$ cat config.mk
export PLATFORM = sky130hd
export DESIGN_NAME = sdf_bf_stage
export DESIGN_NICKNAME = d
export VERILOG_FILES = /design/src/rtl/fft_pkg.sv /design/src/rtl/sdf_delay_line.sv /design/src/rtl/sdf_bf_stage.sv
export SDC_FILE = /design/constraint.sdc
export NUM_CORES = 1
export LEC_CHECK = 0
export CAP_MARGIN = 0
export CORE_MARGIN = 10
export CORE_UTILIZATION = 60
export CTS_BUF_LIST = sky130_fd_sc_hd__clkbuf_8
export CTS_CLUSTER_SIZE = 8
export DETAILED_ROUTE_END_ITERATION = 6
export GPL_ROUTABILITY_DRIVEN = 0
export PLACE_DENSITY = 0.81
export SYNTH_ARGS = -nofsm -noshare
export SYNTH_HDL_FRONTEND = slang
export SYNTH_SLANG_ARGS = --single-unit
$ cat constraint.sdc
create_clock -name clk -period 6.65 [get_ports clk]
set_input_delay 1.33 -clock clk [delete_from_list [all_inputs] [get_ports clk]]
set_output_delay 1.33 -clock clk [all_outputs]
set_load 0.005 [all_outputs]
$ cat src/rtl/fft_pkg.sv
// ============================================================================
// fft_pkg : constants, types and helpers shared by the FFT pipeline stages
// Rev 1.0
// ============================================================================
`default_nettype none

package fft_pkg;

  localparam int FFT_WIDTH = 8;

  typedef enum logic [0:0] {
    PH_FILL = 1'b0,
    PH_BFLY = 1'b1
  } phase_e;

  // Smallest n such that 2**n >= v; clog2(1) = 0.
  function automatic int clog2(input int v);
    int r;
    r = 0;
    for (int i = 0; i < 31; i++) begin
      if ((32'sd1 <<< i) < v) r = i + 1;
    end
    return r;
  endfunction

endpackage

`default_nettype wire

$ cat src/rtl/sdf_delay_line.sv
// ============================================================================
// sdf_delay_line : DEPTH-entry complex feedback delay as a circular buffer
// Rev 1.0
// ============================================================================
`default_nettype none

module sdf_delay_line
  import fft_pkg::*;
#(
  parameter int WIDTH = FFT_WIDTH,
  parameter int DEPTH = 4
) (
  input  logic                    clk,
  input  logic                    rst,
  input  logic                    shift_en_i,
  input  logic signed [WIDTH-1:0] din_re_i,
  input  logic signed [WIDTH-1:0] din_im_i,
  output logic signed [WIDTH-1:0] head_re_o,
  output logic signed [WIDTH-1:0] head_im_o
);

  localparam int PW = (DEPTH > 1) ? clog2(DEPTH) : 1;

  logic signed [WIDTH-1:0] mem_re_q [DEPTH];
  logic signed [WIDTH-1:0] mem_im_q [DEPTH];
  logic [PW-1:0]           ptr_q;
  logic [PW-1:0]           ptr_d;

  // The oldest entry sits at the write pointer, so it is read and replaced in one beat.
  assign ptr_d     = (ptr_q == PW'(DEPTH - 1)) ? '0 : ptr_q + PW'(1);
  assign head_re_o = mem_re_q[ptr_q];
  assign head_im_o = mem_im_q[ptr_q];

  always_ff @(posedge clk or posedge rst) begin
    if (rst) begin
      ptr_q <= '0;
      for (int i = 0; i < DEPTH; i++) begin
        mem_re_q[i] <= '0;
        mem_im_q[i] <= '0;
      end
    end else if (shift_en_i) begin
      mem_re_q[ptr_q] <= din_re_i;
      mem_im_q[ptr_q] <= din_im_i;
      ptr_q           <= ptr_d;
    end
  end

endmodule

`default_nettype wire

$ cat src/rtl/sdf_bf_stage.sv
// ============================================================================
// sdf_bf_stage : radix-2 single-path delay-feedback butterfly stage
// Rev 1.0
// ============================================================================
`default_nettype none

module sdf_bf_stage
  import fft_pkg::*;
#(
  parameter int WIDTH = FFT_WIDTH,
  parameter int DEPTH = 4
) (
  input  logic                          clk,
  input  logic                          rst,
  input  logic                          in_valid,
  input  logic signed [WIDTH-1:0]       in_re,
  input  logic signed [WIDTH-1:0]       in_im,
  output logic                          out_valid,
  output logic signed [WIDTH-1:0]       out_re,
  output logic signed [WIDTH-1:0]       out_im,
  output logic [clog2(2*DEPTH)-1:0]     out_idx
);

  localparam int CW = clog2(2 * DEPTH);

  logic [CW-1:0]           cnt_q, cnt_d;
  logic                    primed_q, primed_d;
  logic                    out_valid_q, out_valid_d;
  logic signed [WIDTH-1:0] out_re_q, out_re_d;
  logic signed [WIDTH-1:0] out_im_q, out_im_d;
  logic [CW-1:0]           out_idx_q, out_idx_d;

  logic signed [WIDTH-1:0] head_re, head_im;
  logic signed [WIDTH-1:0] push_re, push_im;
  logic signed [WIDTH:0]   sum_re, sum_im, dif_re, dif_im;
  phase_e                  phase;

  assign phase = phase_e'(cnt_q[CW-1]);

  // One guard bit keeps the sum/difference exact; dropping the LSB is a floor halving.
  assign sum_re = {head_re[WIDTH-1], head_re} + {in_re[WIDTH-1], in_re};
  assign sum_im = {head_im[WIDTH-1], head_im} + {in_im[WIDTH-1], in_im};
  assign dif_re = {head_re[WIDTH-1], head_re} - {in_re[WIDTH-1], in_re};
  assign dif_im = {head_im[WIDTH-1], head_im} - {in_im[WIDTH-1], in_im};

  sdf_delay_line #(
    .WIDTH (WIDTH),
    .DEPTH (DEPTH)
  ) u_dl (
    .clk        (clk),
    .rst        (rst),
    .shift_en_i (in_valid),
    .din_re_i   (push_re),
    .din_im_i   (push_im),
    .head_re_o  (head_re),
    .head_im_o  (head_im)
  );

  always_comb begin
    cnt_d       = cnt_q;
    primed_d    = primed_q;
    out_valid_d = 1'b0;
    out_re_d    = out_re_q;
    out_im_d    = out_im_q;
    out_idx_d   = out_idx_q;
    push_re     = in_re;
    push_im     = in_im;

    if (phase == PH_BFLY) begin
      push_re = dif_re[WIDTH:1];
      push_im = dif_im[WIDTH:1];
    end

    if (in_valid) begin
      cnt_d       = (cnt_q == CW'(2 * DEPTH - 1)) ? '0 : cnt_q + CW'(1);
      primed_d    = primed_q | (cnt_q == CW'(DEPTH - 1));
      out_valid_d = primed_q;
      // 2*DEPTH is a power of two, so the CW-bit add wraps modulo the frame length.
      out_idx_d   = cnt_q + CW'(DEPTH);
      if (phase == PH_BFLY) begin
        out_re_d = sum_re[WIDTH:1];
        out_im_d = sum_im[WIDTH:1];
      end else begin
        out_re_d = head_re;
        out_im_d = head_im;
      end
    end
  end

  always_ff @(posedge clk or posedge rst) begin
    if (rst) begin
      cnt_q       <= '0;
      primed_q    <= 1'b0;
      out_valid_q <= 1'b0;
      out_re_q    <= '0;
      out_im_q    <= '0;
      out_idx_q   <= '0;
    end else begin
      cnt_q       <= cnt_d;
      primed_q    <= primed_d;
      out_valid_q <= out_valid_d;
      out_re_q    <= out_re_d;
      out_im_q    <= out_im_d;
      out_idx_q   <= out_idx_d;
    end
  end

  assign out_valid = out_valid_q;
  assign out_re    = out_re_q;
  assign out_im    = out_im_q;
  assign out_idx   = out_idx_q;

endmodule

`default_nettype wire

; Word level (Yosys, flattened, before mapping)
; Index checks and enable logic that the tools add are counted.
[totals]
register_bits = 90
output_inout_bits = 20
[classes]
add_sub_neg = 7
order_cmp = 2
n_eq_ne = 3
n_mux = 17
bitwise = 2
n_reduce_logical = 1
[ops]
columns = operator, n
row1 = 8-bit two-way mux, 9
row2 = 32-bit bitwise mux, 2
row3 = 8-bit binary-select mux with 2-bit select, 2
row4 = 8-bit by 8-bit adder with 9-bit output, 2
row5 = 8-bit by 8-bit subtractor with 9-bit output, 2
row6 = 8-bit demux with 2-bit select, 1
row7 = "3-bit by 1-bit adder with 3-bit output, second input constant", 1
row8 = "3-bit adder, second input constant", 1
row9 = "3-bit by 2-bit equality test with 1-bit output, second input constant", 1
row10 = "3-bit equality test, second input constant", 1
row11 = "3-bit greater-or-equal comparator, second input constant", 1
row12 = "3-bit by 1-bit less-than comparator with 1-bit output, second input constant", 1
row13 = 3-bit two-way mux, 1
row14 = 2-bit inverter with 3-bit output, 1
row15 = "2-bit by 1-bit adder with 2-bit output, second input constant", 1
row16 = "2-bit equality test, second input constant", 1
row17 = 2-bit two-way mux, 1
row18 = 1-bit logical AND, 1
row19 = 1-bit two-way mux, 1
row20 = 1-bit bitwise OR, 1

; Depth between registers and ports, before layout
; Gate-level depths: netlist of run 1.
[logic_depth]
word_depth = 7
mapped_depth = 11
mapped_depth_nobuf = 10

; Modules after synthesis
; A second synthesis of run 1 with hierarchy kept.
[unflattened]
hier_cells = 475
area_unflattened_um2 = 5710.5
[by_module_without_submodules]
columns = mod, instances, cells_per_inst, area_each_um2
row1 = sdf_delay_line, 1, 170, 3135.5
row2 = sdf_bf_stage, 1, 305, 2575.0

; Worst setup path after synthesis of run 1
; OpenSTA, ideal clock, no wires.
[synth_path]
kind = input-to-reg
start = input port in_im[0]
end = register u_dl.mem_im_q[13] in the netlist's numbering
arrival_time_ns = 3.074
required_ns = 6.523
path_slack_ns = 3.449
path_stages = 9
path_buffers = 0
path_cell_list = nor2b_1 > inv_2 > fa_1 > a21o_1 > a21oi_1 > o21bai_1 > a21oi_1 > mux2i_1 > nand3_1
[synth_between]
elab_chain_len = 3
[synth_lines]
columns = element, line_no
row1 = from (decl), sdf_bf_stage.sv:17  ; input logic signed [WIDTH-1:0] in_im,
row2 = 8-bit by 8-bit subtractor with 9-bit output, sdf_bf_stage.sv:44  ; assign dif_im = {head_im[WIDTH-1], head_im} - {in_im[WIDTH-1], in_im};
row3 = 8-bit two-way mux, sdf_bf_stage.sv:69  ; if (phase == PH_BFLY) begin
row4 = 32-bit bitwise mux, sdf_delay_line.sv:43  ; mem_im_q[ptr_q] <= din_im_i;
row5 = "to (signal, indexed assignment)", sdf_delay_line.sv:43
row6 = to (decl), sdf_delay_line.sv:25  ; logic signed [WIDTH-1:0] mem_im_q [DEPTH];
; No other way between the ends.
; A chain may end at the register's enable or synchronous reset.

; Worst setup path in the final report of run 1
[layout_path]
start = register u_dl.ptr_q[0]
end = register u_dl.mem_im_q[29] in the netlist's numbering
[layout_between]
elab_chain_len = 7
word_cells_on_any_way = 12
classes_between = 1 x add/sub / 2 x order compare / 7 x mux / 1 x bitwise / 1 x reduce/logical
[layout_lines]
columns = element, line_no
row1 = from (decl), sdf_delay_line.sv:26  ; logic [PW-1:0] ptr_q;
row2 = from (signal assigned), sdf_delay_line.sv:44  ; ptr_q <= ptr_d;
row3 = 2-bit inverter with 3-bit output (not written as such) (*), "sdf_delay_line.sv:32, sdf_delay_line.sv:43"
row4 = 8-bit binary-select mux with 2-bit select, sdf_delay_line.sv:32  ; assign head_im_o = mem_im_q[ptr_q];
row5 = 8-bit two-way mux (not written as such) (2 in a row), sdf_delay_line.sv:32
row6 = 8-bit by 8-bit subtractor with 9-bit output, sdf_bf_stage.sv:44
row7 = 8-bit two-way mux, sdf_bf_stage.sv:69
row8 = 32-bit bitwise mux (*), sdf_delay_line.sv:43
; Mark *: on every way between the ends. The rest lies on a longest branch, timed or not. The select of a mux whose other input is x is not followed.

==> results of run 1 <==
==> state kept, by name, summed over array words and instances (netlist names) <==
name and count:
out_re 8, u_dl.ptr_q 2, out_im 8, out_idx 3
cnt_q 3, out_valid 1, u_dl.mem_im_q 32, primed_q 1
u_dl.mem_re_q 32
==> how the worst max path moves through the flow <==
| stage | start | end | cells after the start |
|---|---|---|---|
| global route | u_dl.ptr_q[0]$_DFFE_PP0P_ | u_dl.mem_im_q[7]$_DFFE_PP0P_ | 10 |
| detailed placement | in_im[0] | u_dl.mem_im_q[29]$_DFFE_PP0P_ | 10 |
| finish | u_dl.ptr_q[0]$_DFFE_PP0P_ | u_dl.mem_im_q[29]$_DFFE_PP0P_ | 10 |
| CTS | u_dl.ptr_q[0]$_DFFE_PP0P_ | u_dl.mem_im_q[29]$_DFFE_PP0P_ | 10 |
| floorplan | rst | cnt_q[0]$_DFFE_PP0P_ | 1 |
| global placement | in_im[0] | u_dl.mem_im_q[5]$_DFFE_PP0P_ | 10 |
==> cells in the final DEF, fill, tap and decap left out, types with 7 or more instances in the layout <==
cell / n
a21oi_1: 40
a31oi_1: 11
clkbuf_8: 9
clkdlybuf4s50_1: 37
dfrtp_1: 90
ha_1: 39
inv_1: 41
mux2_2: 8
mux2i_1: 17
mux4_2: 16
nand2_1: 102
nand3_1: 18
nor2_1: 49
o21ai_0: 49
o21ai_1: 7
or3_1: 8
xnor2_1: 15
==> power groups by stage <==
stage | registers [mW] | clock network (mW) | logic, mW
floorplan | 0.923 | 0 | 1.69
global placement | 0.979 | 0 | 2.11
detailed placement | 0.995 | 0 | 2.21
CTS | 0.985 | 0.430 | 2.23
global route | 1.02 | 0.457 | 2.50
finish | 0.986 | 0.424 | 2.26
==> kinds of logic after synthesis <==
group           after synthesis  synth area share (%)
mux                          42                  11.3
buf+inv                      74                  5.14
xor+xnor                     16                  2.50
fa+ha+maj                    43                  10.1
simple gates                202                  15.3
flops                        90                  40.2
compound gates              144                  15.4
==> final cells by class <==
cell class / count / share of cell area, %
clock buffer: 9 / 1.99
inverter: 43 / 2.61
tap: 111 / 2.23
clock inverter: 6 / 1.55
timing repair buffer: 40 / 6.27
multi-input combinational: 447 / 49.2
sequential: 90 / 36.2
==> routing by layer <==
layer  part of all wire [%]  global-route usage [%]
met5                      0                       0
met2                     48                    32.5
met3                    6.3                    3.90
met4                   0.71                    4.12
met1                     45                    26.5
==> through the flow <==
| stage | hold WS [ns] | total power, mW | utilization [%] | std cells | worst slack (ns) |
|---|---|---|---|---|---|
| after global routing | 0.499 | 3.98 | 68.0 | 746 | 2.43 |
| after floorplan | 0.420 | 2.61 | - | 611 | 2.98 |
| after global placement | 0.432 | 3.09 | 65.6 | 731 | 2.77 |
| final | 0.479 | 3.67 | 68.0 | 746 | 2.62 |
| after detailed placement | 0.464 | 3.20 | 65.6 | 731 | 2.60 |
| after CTS | 0.484 | 3.64 | 68.0 | 746 | 2.65 |
==> run metrics, run 1 <==
CP max stage cell dfrtp_1; Flop pwr share 26.9%; final setup TNS 0 ns; Setup Fix Bufs, Post-CTS 0; CTS clock-pin slew for the worst setup and hold paths 0.09 ns; max-cap check violation count 0; P_sw 1.67 mW; Die Y 117 µm; Crit Reg-Reg Startpoint u_dl.ptr_q[0]$_DFFE_PP0P_; yosys warns 0; Yosys cell types 51; register area 2250 µm²; Root Buffer clkbuf_8; Clock Skew 0.0114 ns; Core Rows 35; first-pass GRT wire length 21,500 µm; Post-synth EDFFs 0; critical-path maximum fanout 19; Yosys top cell area share 40.2%; multi-input logic area 3060 µm²; CTS buffer count 9; hold path startpoint primed_q$_DFFE_PP0P_; Final Cycle Share 60.6%; Die Wd 117 µm; Setup crit start kind register; # diodes 0; Peak VDD IR 0.223 mV; status finished, final reports clean; core area 9150 µm²; layout cell share with drive strength beyond 1 7.40%; cts hold-fix bufs 0; DR iter-0 viols 360; Synth top cells by count nand2_1 (102), dfrtp_1 (90), nor2_1 (49), o21ai_0 (49), inv_1 (42); clk sinks 90; WL/cell 17.5 µm; critical path buffer and inverter count 1; most frequent CP cell a21oi_1; Hold Path Cell Cnt 1; cells after synthesis 611; sequential fraction of the synthesis area 40.2%; clk_lat worst skew 0.37 ns; GRT Resource Usage Total 19.7%; number of global-route vias before repair 4,395; IO Pins 39; Internal Power 1.99 mW; fmax 248 MHz; Fin. Hold Viols 0; syn_area_per_cell 9.17 µm²; synth top area cells dfrtp_1 (40%), ha_1 (8.7%), nand2_1 (6.8%); dpl cell area 6010 µm²; combinational power share 61.5%; Slew headroom 25.8%; CP arrival 4.27 ns; post-layout min period 4.03 ns; largest net degree at the start of global routing 91; register bit total from synthesis 90; clock power share 11.6%; initial core utilization 61.2%; H-tree Lvls 3; reg2reg setup slack 2.62 ns; Total Die Area 13,600 µm²; post-CTS sizing 0; Post-Route WL 13,000 µm; drt drc 0; leakage 2.88 nW; DR vias/cell 6.04; layout net count 693; critical path cell sequence mux4_2, nor2b_1, inv_2, fa_1, a21o_1, a21oi_1, o21bai_1, a21oi_1, mux2i_1, nand3_1; Worst Path Required 6.90 ns; Max Slew Vio Count 0; cell area after layout 6230 µm²; via count 4,505; GR Overflow Total 0; RR Endpoint u_dl.mem_im_q[29]$_DFFE_PP0P_; ys async rst share 100%; Crit path largest cell delay 1.07 ns; Mapped Area 5600 µm²; initial antenna violation count 0; number of fill cells 677; Syn-to-layout area delta 11.1%; post-route ant nets 0; Pre-Repair DR Iteration Count 7; syn_nets 673; Worst Tran Pin Value 1.11 ns; Primary FF master, synth dfrtp_1; R2R depth 10; pwr/cell area 589 nW/µm²; hpwl dp 9170 µm; Worst Hold Class reg2reg; Port-buffer cells 38; critical path class reg2reg; Max clock buf depth 2; top-count cell post-synth nand2_1; CP Capture Type register; switch share 45.7%; Top Family by Delay on Critical Path flip-flops; endpoints failing setup 0; Synth area leader dfrtp_1; unrepaired setup endpoints after global routing no; TritonCTS clock tree built; Hold EP primed_q$_DFFE_PP0P_
No activity file was read; power rests on OpenSTA's default activity.
==> run 2, diff against run 1 <==
--- a/config.mk
+++ b/config.mk
@@ -7,12 +7,12 @@
 export LEC_CHECK = 0
 export CAP_MARGIN = 0
 export CORE_MARGIN = 10
-export CORE_UTILIZATION = 60
+export CORE_UTILIZATION = 56
 export CTS_BUF_LIST = sky130_fd_sc_hd__clkbuf_8
 export CTS_CLUSTER_SIZE = 8
 export DETAILED_ROUTE_END_ITERATION = 6
 export GPL_ROUTABILITY_DRIVEN = 0
-export PLACE_DENSITY = 0.81
+export PLACE_DENSITY = 0.79
 export SYNTH_ARGS = -nofsm -noshare
 export SYNTH_HDL_FRONTEND = slang
 export SYNTH_SLANG_ARGS = --single-unit
==> constraint.sdc (replaced) <==
create_clock -name clk -period 3.3 [get_ports clk]
set_input_delay 0.66 -clock clk [delete_from_list [all_inputs] [get_ports clk]]
set_output_delay 0.66 -clock clk [all_outputs]
set_load 0.005 [all_outputs]
==> run 2 against run 1 <==
  * Clock power increased by 61%
  * Critical path depth up 2
  * Global-route usage shrank 1.4 points
  * Sequential power up 96%
  * Critical path type unchanged
  * Clock skew about the same
==> run metrics, run 2 (synthesized netlist as in run 1, its figures left out) <==
Hold Path Cell Cnt 1; RR Endpoint u_dl.mem_im_q[13]$_DFFE_PP0P_; clk_lat worst skew 0.37 ns; pre-CTS WS 0.176 ns; post-route ant nets 0; Final Core Density 65.0%; WHS 0.458 ns; initial core utilization 57.3%; clock power share 9.3%; GRT Resource Usage Total 18.3%; critical-path maximum fanout 5; number of global-route vias before repair 4,581; H-tree Lvls 3; via count 4,582; commonest non-fill, non-tap cell in the layout nand2_1; switch share 45.9%; unrepaired setup endpoints after global routing no; Flop pwr share 26.2%; Worst Tran Pin Value 0.572 ns; dpl cell area 6180 µm²; DR vias/cell 5.84; Final WS setup 0.219 ns; Worst Hold Class reg2reg; Port-buffer cells 38; CP arrival 3.33 ns; pwr/cell area 1160 nW/µm²; Clock Skew 0.0117 ns; biggest regs u_dl.mem_im_q (32), u_dl.mem_re_q (32); layout net count 709; Top Family by Delay on Critical Path multiplexers; Max clock buf depth 2; Slew headroom 61.9%; CTS clock-pin slew for the worst setup and hold paths 0.10 ns; Max Slew Vio Count 0; leakage 2.94 nW; drt drc 0; Hold EP primed_q$_DFFE_PP0P_; Final Cycle Share 93.4%; critical path buffer and inverter count 3; DR iter-0 viols 438; Crit Reg-Reg Startpoint u_dl.ptr_q[0]$_DFFE_PP0P_; critical path class reg2reg; final setup TNS 0 ns; Die Y 120 µm; # diodes 0; Peak VDD IR 0.391 mV; Crit path largest cell delay 0.58 ns; CP max stage cell mux4_2; reg2reg setup slack 0.22 ns; IO Pins 39; Internal Power 3.99 mW; Setup crit start kind register; R2R depth 12; hpwl dp 9640 µm; CP Capture Type register; cell area after layout 6350 µm²; Worst Setup SP u_dl.ptr_q[0]$_DFFE_PP0P_; layout cell share with drive strength beyond 1 9.82%; combinational power share 64.6%; final instance count without filler cells 785; core area 9770 µm²; clk sinks 90; Worst Path Required 3.55 ns; critical path cell sequence buf_4, mux4_2, nor2b_1, inv_2, fa_1, a21o_1, a21oi_1, o21bai_1, a21oi_1, buf_4, mux2i_1, nand3_1; Root Buffer clkbuf_8; fmax 325 MHz; hold path startpoint primed_q$_DFFE_PP0P_; P_sw 3.38 mW; post-layout min period 3.08 ns; cts hold-fix bufs 0; endpoints failing setup 0; Post-Route WL 13,000 µm; Core Rows 36; Total Die Area 14,400 µm²; max-cap check violation count 0; status finished, final reports clean; Fin. Hold Viols 0; Pre-Repair DR Iteration Count 5; WL/cell 16.6 µm; GR Overflow Total 0; largest net degree at the start of global routing 91; Setup Fix Bufs, Post-CTS 0; TritonCTS clock tree built; most frequent cells in the layout nand2_1 (102), dfrtp_1 (90), nor2_1 (49), o21ai_0 (49), inv_1 (42); first-pass GRT wire length 22,000 µm; CTS buffer count 9; dpl cells 769; Die Wd 120 µm; initial antenna violation count 0; Final Power 7.37 mW; Syn-to-layout area delta 13.4%
run 2: cell type report:
cell class | count | area [µm²]
Clock buffer | 9 | 124
Clock inverter | 7 | 46.3
Fill cell | 769 | 3420
Inverter | 43 | 163
Multi-Input combinational cell | 447 | 3070
Sequential cell | 90 | 2250
Tap cell | 133 | 166
Timing Repair Buffer | 56 | 536
run 2: power groups by stage:
stage | registers [mW] | clock network [mW] | logic [mW]
after floorplan | 1.86 | 0 | 3.40
after global placement | 1.91 | 0 | 4.50
after detailed placement | 1.95 | 0 | 4.66
after CTS | 1.93 | 0.687 | 4.70
after global routing | 1.99 | 0.741 | 5.28
final | 1.93 | 0.682 | 4.76
run 2: how the worst max path moves through the flow:
stage | slack [ns] | cells past startpoint | end
after global placement | 0.27 | 9 | u_dl.mem_re_q[15]$_DFFE_PP0P_
after detailed placement | 0.18 | 9 | u_dl.mem_re_q[23]$_DFFE_PP0P_
after global routing | 0.04 | 12 | u_dl.mem_im_q[31]$_DFFE_PP0P_
after floorplan | 0.22 | 10 | u_dl.mem_im_q[13]$_DFFE_PP0P_
final | 0.22 | 12 | u_dl.mem_im_q[13]$_DFFE_PP0P_
after CTS | 0.25 | 12 | u_dl.mem_im_q[13]$_DFFE_PP0P_
run 2: layer usage:
layer	track usage [%]	share of wire, %	wire, µm
met1	23.6	44	5760
met2	29.7	46	5970
met3	3.33	7.5	973
met4	7.84	2.5	321
met5	0	0	0
run 2: worst reg2reg max path, stage by stage (launching register included):
cell and delay, ns:
dfrtp_1 0.40, buf_4 0.17, mux4_2 0.58, nor2b_1 0.23, inv_2 0.07, fa_1 0.41, a21o_1 0.17, a21oi_1 0.22
o21bai_1 0.09, a21oi_1 0.15, buf_4 0.17, mux2i_1 0.21, nand3_1 0.09
run 2: timing repair:
action | CTS | global route
hold endpoints to repair | 0 | 0
endpoints found under the setup margin | 0 | 4
gates resized for setup | 0 | 2
==> RTL change, RTL diff (settings of run 2) <==
Register the input `in_re` before use, without a reset. The logic sees it one clock later. The other inputs are not delayed to match.
--- a/src/rtl/sdf_bf_stage.sv
+++ b/src/rtl/sdf_bf_stage.sv
@@ -23,6 +23,12 @@
 
   localparam int CW = clog2(2 * DEPTH);
 
+  logic signed [WIDTH-1:0] in_re_q;
+
+  always_ff @(posedge clk) begin
+    in_re_q <= in_re;
+  end
+
   logic [CW-1:0]           cnt_q, cnt_d;
   logic                    primed_q, primed_d;
   logic                    out_valid_q, out_valid_d;
@@ -38,9 +44,9 @@
   assign phase = phase_e'(cnt_q[CW-1]);
 
   // One guard bit keeps the sum/difference exact; dropping the LSB is a floor halving.
-  assign sum_re = {head_re[WIDTH-1], head_re} + {in_re[WIDTH-1], in_re};
+  assign sum_re = {head_re[WIDTH-1], head_re} + {in_re_q[WIDTH-1], in_re_q};
   assign sum_im = {head_im[WIDTH-1], head_im} + {in_im[WIDTH-1], in_im};
-  assign dif_re = {head_re[WIDTH-1], head_re} - {in_re[WIDTH-1], in_re};
+  assign dif_re = {head_re[WIDTH-1], head_re} - {in_re_q[WIDTH-1], in_re_q};
   assign dif_im = {head_im[WIDTH-1], head_im} - {in_im[WIDTH-1], in_im};
 
   sdf_delay_line #(
@@ -63,7 +69,7 @@
     out_re_d    = out_re_q;
     out_im_d    = out_im_q;
     out_idx_d   = out_idx_q;
-    push_re     = in_re;
+    push_re     = in_re_q;
     push_im     = in_im;
 
     if (phase == PH_BFLY) begin
Function: changed (Yosys sat finds a counterexample within 10 cycles, from zero or initial values and one cycle with rst high).
==> RTL change against run 2 <==
Global-route usage increased by 0.16 points; worst hold slack improved by 4.1 ps; setup slack got worse by 71 ps; final cell count decreased by 6.5%; first-iteration DRC count decreased by 31%; core utilization increased by 1.1 points; sequential cell count increased by 8; design area increased by 2.6%; total power increased by 5.9%; synthesized area increased by 2.1%; routed wire length increased by 0.25%.
==> RTL change: results <==
min_path:
  hold_start: "primed_q$_DFFE_PP0P_"
  min_path_type: "reg -> reg"
  hold_depth: 1
synthesis:
  synthArstFlopShare: 0.918
  ys_warn_count: 0
  synth_nets: 624
  ys_top_cells_by_area: "dfrtp_1 39%, ha_1 8.5%, nand2_1 4.9%"
  ys_top_cells_by_count: "90 x dfrtp_1, 74 x nand2_1, 46 x o21ai_0"
  ys_seq_area_frac: 0.422
  synth.distinct_cells: 58
clocking:
  cts_root_buffer: "clkbuf_8"
  htreeDepth: 3
  clock_latency_ps: 370
  clkTransAtPathRegs_ps: 90
  clk_path_buf_depth: 2
  numCtsBuffers: 9
place:
  placed_area_mm2: 0.00629
  hpwl_um: 9400
timing:
  worst_clock_skew_ps: 7.07
  timing.hold.ws_ps: 462
  worstMarginPinSlew_ps: 837
finish:
  drive_gt1_frac: 0.141
  num_antenna_cells: 0
  nets: 658
  nFillCells: 721
worst_setup_path:
  cp_max_fo: 9
  reg2reg_depth: 10
  crit_arrival_ps: 3470
  rr_endpoint: "u_dl.mem_re_q[29]$_DFFE_PP0P_"
  reg2reg_from: "u_dl.ptr_q[0]$_DFFE_PP0P_"
  r2r_setup_slack_ps: 150
power:
  ir_drop_mv: 0.561
  p_leak_nw: 2.95
routing:
  drt_iter0_markers: 302
  via_per_inst: 5.90
  wl_per_cell_um: 17.8
global_routing:
  grt_pass1_vias: 4342
  antenna_found_initial: 0
  grt_pass1_wl_um: 22000
  grt.total_usage: 0.185
  grt_max_degree: 91
status:
  outcome: "finished, final reports clean"
## RTL change: how the worst max path moves through the flow
stage                                   start                       endpoint  slack (ps)
CTS                 u_dl.ptr_q[0]$_DFFE_PP0P_  u_dl.mem_im_q[31]$_DFFE_PP0P_          20
finish              u_dl.ptr_q[0]$_DFFE_PP0P_  u_dl.mem_re_q[29]$_DFFE_PP0P_         150
global route        u_dl.ptr_q[0]$_DFFE_PP0P_   u_dl.mem_im_q[7]$_DFFE_PP0P_         -20
detailed placement                   in_im[0]  u_dl.mem_im_q[31]$_DFFE_PP0P_         -50
floorplan           u_dl.ptr_q[0]$_DFFE_PP0P_  u_dl.mem_re_q[22]$_DFFE_PP0P_          30
global placement                     in_im[0]  u_dl.mem_im_q[31]$_DFFE_PP0P_          30
## RTL change: through the flow
stage	instances	setup TNS, ps	setup WS [ps]
5_1_grt	734	-21.6	-21.6
3_3_place_gp	717	0	34.8
3_5_place_dp	717	-59.7	-52.1
2_1_floorplan	562	0	31.7
6_report	734	0	147
4_1_cts	733	0	20.0
## RTL change: critical path, cell delays in order, from the launching register on
cell and delay, ps:
dfrtp_2 450, buf_12 150, mux4_1 640, ha_1 350, buf_4 170, a21o_1 140
a21oi_1 110, o21a_1 210, or3_1 370, a31oi_1 300, mux2_2 210
## RTL change: cell type report
| class | count | area (um^2) | area share |
|---|---|---|---|
| Multi-Input combinational cell | 396 | 3060 | 0.469 |
| Sequential cell | 98 | 2410 | 0.370 |
| Timing Repair Buffer | 58 | 551 | 0.0845 |
| Clock buffer | 11 | 151 | 0.0232 |
| Clock inverter | 5 | 53.8 | 0.00825 |
| Tap cell | 133 | 166 | 0.0255 |
| Inverter | 33 | 125 | 0.0192 |
## RTL change: repair_timing
item / in CTS / in global routing
gates resized for setup: 1 / 5
gates cloned: 0 / 0
pin swaps: 0 / 2
endpoints found under the hold margin: 0 / 0
buffers inserted: 0 / 1
setup endpoints to repair: 5 / 12
## RTL change: cells by family (layout without fill, tap and decap cells)
kind of cell / Yosys count / after routing / share of synthesized area
DFF: 98 / 98 / 0.422
AOI/OAI and AO/OA: 144 / 144 / 0.161
muxes: 50 / 50 / 0.133
buffers and inverters: 68 / 107 / 0.0466
adders and majority gates: 43 / 43 / 0.0993
xor gates and xnor gates: 20 / 20 / 0.0306
and+or+nand+nor: 139 / 139 / 0.108
## RTL change: power breakdown
part | switching (mW) | internal, mW | leakage (nW)
Sequential | 0.299 | 1.74 | 1.15
Combinational | 2.68 | 2.27 | 1.69
Clock | 0.412 | 0.390 | 0.109
## RTL change: layer usage
metal  vias to the layer above  GRT usage  share of wire
met5                         -          0              0
met4                         0     0.0558          0.014
met3                        17     0.0289          0.046
met2                       119      0.307           0.49
met1                      2147      0.243           0.45
li1                       2044          -              -
